--- src/rtl/fifo_arb_pkg.sv ---
// Shared defaults and helpers for the FIFO write arbiter.
// Optional grant statistics are enabled by defining FIFO_ARB_STATS_EN.
package fifo_arb_pkg;

  localparam int unsigned DefDepth = 4;
  localparam int unsigned DefDw    = 4;
  // Width of each per-producer grant counter
  localparam int unsigned StatW    = 8;

  // Credit counter width: must hold 0..depth inclusive
  function automatic int unsigned level_w(input int unsigned depth);
    return $clog2(depth) + 1;
  endfunction

endpackage

--- src/rtl/fifo_wr_arbiter_rr_pick.sv ---
// Combinational round-robin picker: first set request at or after ptr, wrapping.
module rr_pick #(
  parameter int unsigned N  = 4,
  parameter int unsigned PW = 2
) (
  input  logic [N-1:0]  req,
  input  logic [PW-1:0] ptr,
  output logic [N-1:0]  onehot,
  output logic [PW-1:0] idx,
  output logic          valid
);

  int unsigned cand;

  // Scan N candidates starting at ptr; the first hit wins
  always_comb begin
    onehot = '0;
    idx    = '0;
    valid  = 1'b0;
    cand   = 0;
    for (int unsigned k = 0; k < N; k++) begin
      cand = (32'(ptr) + k) % N;
      if (!valid && req[cand]) begin
        valid        = 1'b1;
        onehot[cand] = 1'b1;
        idx          = PW'(cand);
      end
    end
  end

endmodule

--- src/rtl/fifo_wr_arbiter.sv ---
// Round-robin write arbiter with credit tracking in front of a small FIFO.
// Define FIFO_ARB_STATS_EN to enable per-producer saturating grant counters.
module fifo_wr_arbiter
  import fifo_arb_pkg::*;
#(
  parameter int unsigned NREQ  = 4,
  parameter int unsigned DW    = DefDw,
  parameter int unsigned DEPTH = DefDepth
) (
  input  logic                      clk,
  input  logic                      rst,
  input  logic [NREQ-1:0]           req,
  input  logic [NREQ*DW-1:0]        req_data,
  output logic [NREQ-1:0]           gnt,
  output logic                      fifo_write,
  output logic [DW-1:0]             fifo_data,
  input  logic                      rd_req,
  output logic                      fifo_read,
  output logic [level_w(DEPTH)-1:0] level,
  output logic [NREQ*StatW-1:0]     stat_cnt
);

  localparam int unsigned LW = level_w(DEPTH);
  localparam int unsigned PW = (NREQ > 1) ? $clog2(NREQ) : 1;

  logic [NREQ-1:0] gnt_q, gnt_d;
  logic            wr_q, wr_d;
  logic [DW-1:0]   data_q, data_d;
  logic            rd_q, rd_d;
  logic [LW-1:0]   level_q, level_d;
  logic [PW-1:0]   ptr_q, ptr_d;

  logic [NREQ-1:0] elig;
  logic [NREQ-1:0] win_oh;
  logic [PW-1:0]   win_idx;
  logic            win_valid;

  // A producer granted this cycle is masked so its next word waits a cycle;
  // no writes are admitted once the credits are exhausted
  always_comb begin
    elig = req & ~gnt_q & {NREQ{level_q < LW'(DEPTH)}};
  end

  rr_pick #(
    .N  (NREQ),
    .PW (PW)
  ) u_rr_pick (
    .req    (elig),
    .ptr    (ptr_q),
    .onehot (win_oh),
    .idx    (win_idx),
    .valid  (win_valid)
  );

  // Next-state: grant/write strobe, read strobe, pointer advance and credit update
  always_comb begin
    gnt_d   = '0;
    wr_d    = 1'b0;
    data_d  = '0;
    rd_d    = 1'b0;
    ptr_d   = ptr_q;
    level_d = level_q;
    if (win_valid) begin
      gnt_d  = win_oh;
      wr_d   = 1'b1;
      data_d = req_data[win_idx*DW +: DW];
      ptr_d  = (win_idx == PW'(NREQ - 1)) ? '0 : win_idx + PW'(1);
    end
    // Reads with no credits are dropped rather than queued
    rd_d = rd_req && (level_q != '0);
    case ({wr_d, rd_d})
      2'b10:   level_d = level_q + LW'(1);
      2'b01:   level_d = level_q - LW'(1);
      default: level_d = level_q;
    endcase
  end

  // State registers with synchronous reset
  always_ff @(posedge clk) begin
    if (rst) begin
      gnt_q   <= '0;
      wr_q    <= 1'b0;
      data_q  <= '0;
      rd_q    <= 1'b0;
      level_q <= '0;
      ptr_q   <= '0;
    end else begin
      gnt_q   <= gnt_d;
      wr_q    <= wr_d;
      data_q  <= data_d;
      rd_q    <= rd_d;
      level_q <= level_d;
      ptr_q   <= ptr_d;
    end
  end

  assign gnt        = gnt_q;
  assign fifo_write = wr_q;
  assign fifo_data  = data_q;
  assign fifo_read  = rd_q;
  assign level      = level_q;

`ifdef FIFO_ARB_STATS_EN
  logic [NREQ-1:0][StatW-1:0] stat_q;

  // Count cycles each producer holds a grant, saturating at all-ones
  always_ff @(posedge clk) begin
    if (rst) begin
      stat_q <= '0;
    end else begin
      for (int i = 0; i < NREQ; i++) begin
        if (gnt_q[i] && (stat_q[i] != '1)) begin
          stat_q[i] <= stat_q[i] + StatW'(1);
        end
      end
    end
  end

  assign stat_cnt = stat_q;
`else
  assign stat_cnt = '0;
`endif

endmodule
--- config.mk ---
export PLATFORM = sky130hd
export DESIGN_NAME = fifo_wr_arbiter
export DESIGN_NICKNAME = d
export VERILOG_FILES = /design/src/rtl/fifo_arb_pkg.sv /design/src/rtl/fifo_wr_arbiter_rr_pick.sv /design/src/rtl/fifo_wr_arbiter.sv
export SDC_FILE = /design/constraint.sdc
export NUM_CORES = 1
export LEC_CHECK = 0
export CAP_MARGIN = 20
export CORE_MARGIN = 1.5
export CORE_UTILIZATION = 40
export DETAILED_ROUTE_END_ITERATION = 16
export PLACE_DENSITY = 0.81
export SETUP_SLACK_MARGIN = 0.2
export SLEW_MARGIN = 20
export SYNTH_ARGS = -nofsm -noshare
export SYNTH_HDL_FRONTEND = slang
export SYNTH_SLANG_ARGS = --single-unit
--- constraint.sdc ---
create_clock -name clk -period 2.8 [get_ports clk]
set_clock_uncertainty 0.05 [all_clocks]
set_input_delay 0.42 -clock clk [delete_from_list [all_inputs] [get_ports clk]]
set_output_delay 0.42 -clock clk [all_outputs]
set_load 0.005 [all_outputs]
==> results.yml <==
setup_path:
  reg2reg_to: "fifo_data[0]$_SDFF_PP0_"
  crit_buf_inv: 1
  r2r_setup_slack_ns: 0.37
  cp.arrival_ns: 2.59
  reg2reg_depth: 7
  critPathMaxFanout: 9
  slowest_delay_ns: 0.47
  crit_family: "compound AO/OA/AOI/OAI gates"
  r2r_start: "ptr_q[0]$_SDFFE_PP0P_"
  critPathSlowestCell: "clkdlybuf4s50_1"
  start_kind: "input pin"
  end_kind: "flip-flop"
  critPathKind: "input pin to flip-flop"
  path_cells: "clkdlybuf4s50_1, or3b_4, a2111o_1, a211oi_4, o32ai_4, a221oi_1, a21oi_1"
  required_ns: 2.92
  crit_cells: 7
cells_and_area:
  final_layout_size_suffix_gt1_frac: 0.109
  area_growth_pct: 26.7
  n_antenna_cell: 0
  fill_cells: 293
  postLayoutCellArea_um2: 1690
  fin_nets: 225
logic_synthesis:
  ys_seq_area_frac: 0.225
  synthCells: 150
  synth_seq_cells: 15
  synth_top_area_share: 0.225
  yosys.area.top_type: "dfxtp_1"
  netlist_top_cells_count: "32 x buf_4, 15 x dfxtp_1, 13 x a21oi_1"
  synthTopCellsByArea: "dfxtp_1 23%, buf_4 18%, ha_1 7.5%"
  async_flop_share: 0
  syn_area_per_cell_um2: 8.88
  synth.most_common_cell: "buf_4"
  ys.flop_type: "dfxtp_1"
  yosysWarnings: 0
  synth-edff-count: 0
  syn-cell-area_um2: 1330
  yosysUniqueCellTypes: 43
clocking:
  htree_levels: 1
  cts_hold_buffers: 0
  clock_sinks: 15
  clkLatencyLatePin_ns: 0.29
  numCtsBuffers: 3
  clk_pin_slew_worst_paths_ns: 0.10
  clock_path_buffers: 2
  cts_tree: "done"
  clock-root-buffer: "clkbuf_4"
hold_path:
  min_path_type: "flip-flop to flip-flop"
  worstHoldStart: "level[1]$_SDFFE_PP0P_"
  holdPathEnd: "level[1]$_SDFFE_PP0P_"
  whs_path_depth: 2
global_route:
  antenna_found_initial: 0
  grt_pass1_wl_mm: 4.35
  grt_usage: 0.156
  grt_pass1_vias: 995
  grt_overflow: 0
  grt_max_degree: 18
sta:
  period_needed_ns: 2.47
  relSlewSlack: 0.639
  worst_pin_slew_ns: 0.541
  fmax_mhz: 405
  slew_viol_final: 0
  fin_ws_ns: 0.333
  setup_viol: 0
  rsz0062_at_grt: "no"
  final_hold_viol_count: 0
  post-route-period-util: 0.881
  holdWs_ns: 0.504
  finalSetupTns_ns: 0
floorplanning:
  die_x_um: 60.7
  std_cell_rows: 20
  die_area_um2: 3690
  pin_count: 68
  coreArea_um2: 3100
  start_util: 0.429
  die_y_um: 60.7
place:
  port_buffers: 35
  hpwl_mm: 2.31
  placed_area_um2: 1650
  dp_slack_ns: 0.0202
  place_congestion: 0.855
power_and_ir_drop:
  intPower_w: 0.000969
  p_total_w: 0.00172
  power.switching_w: 0.000750
  ir_worst_vdd_mv: 0.260
  p_sw_frac: 0.436
  power.leakage_nw: 0.696
  p_clk_frac: 0.076
  p_per_area_nw_per_um2: 1020
  pwr-share-comb: 0.701
  p_seq_frac: 0.223
drt:
  vias: 1164
  antenna_left: 0
  drt-pass1-iter-count: 4
  wl_mm: 2.94
  drc: 0
  via_per_inst: 4.93
  dr.first_iter.drc_count: 43
  wire_per_inst_um: 12.5
run_status:
  outcome: "finished, final reports clean"
flow_run:
  maxCapViolations: 0
[tightest hold or removal path, stage by stage, from the launching register on]
cell,delay (ns)
dfxtp_1,0.38
a21oi_1,0.08
nor2_1,0.07
[area by class of cell]
class / instances / area [µm²] / share of cell area
repair buffers: 44 / 418 / 0.248
inverters: 7 / 26.3 / 0.0156
clock buffers: 3 / 22.5 / 0.0133
clock inverters: 1 / 5.00 / 0.00297
multi-input cells: 122 / 861 / 0.510
flip-flops and latches: 15 / 300 / 0.178
well taps: 44 / 55.1 / 0.0326
[layer usage]
layer,GRT usage,part of all wire
met3,0.0320,0.10
met4,0.0590,0.011
met5,0,0
met1,0.189,0.42
met2,0.270,0.46
[flip-flops by register name (all words and copies together), names as in the netlist]
name        flops
fifo_data       4
fifo_read       1
fifo_write      1
gnt             4
level           3
ptr_q           2
[layout by cell type, fill, tap and decap left out, types with 4 or more instances in the layout]
cell type,instances
a222oi_1,4
conb_1,32
inv_1,6
ha_1,7
nand2b_1,4
a22oi_1,4
nor2b_1,6
a221oi_1,4
nand2_1,7
nor2_1,7
dfxtp_1,15
a21oi_1,13
buf_4,9
clkdlybuf4s50_1,35
[power by group through the flow]
stage	sequential (W)	combinational [W]	clock, W
after floorplan	0.000390	0.000830	0
after global placement	0.000385	0.00115	0
after detailed placement	0.000387	0.00118	0
after CTS	0.000383	0.00119	0.000135
after global routing	0.000398	0.00133	0.000140
final	0.000384	0.00121	0.000130
[kinds of logic (layout without fill, tap and decap cells)]
| group | Yosys count | in the layout | synth area share |
|---|---|---|---|
| AOI/OAI and AO/OA | 38 | 38 | 0.233 |
| xor gates and xnor gates | 3 | 3 | 0.0197 |
| adders and majority gates | 9 | 9 | 0.0901 |
| buffers and inverters | 44 | 55 | 0.226 |
| DFF | 15 | 15 | 0.225 |
| muxes | 2 | 2 | 0.0338 |
| other | 1 | 32 | 0.00281 |
| and+or+nand+nor | 38 | 38 | 0.169 |
[timing repair]
action                                  in CTS  in global routing
endpoints found under the setup margin       0                  1
gates resized for setup                      0                  2
setup buffers                                0                  0
[how the worst max path moves through the flow]
stage	startpoint	to	slack [ns]
global placement	req[2]	fifo_data[1]$_SDFF_PP0_	0.1
finish	req[2]	fifo_data[0]$_SDFF_PP0_	0.33
floorplan	ptr_q[0]$_SDFFE_PP0P_	fifo_data[0]$_SDFF_PP0_	0.24
CTS	req[2]	fifo_data[2]$_SDFF_PP0_	0.34
detailed placement	req[2]	fifo_data[2]$_SDFF_PP0_	0.02
global route	req[0]	fifo_data[3]$_SDFF_PP0_	0.20
[stage by stage]
| step | cells | util |
|---|---|---|
| detailed placement | 232 | 0.531 |
| global placement | 232 | 0.531 |
| global route | 236 | 0.544 |
| floorplan | 181 | - |
| CTS | 236 | 0.540 |
| finish | 236 | 0.544 |
(Power assumes the default switching activity.)
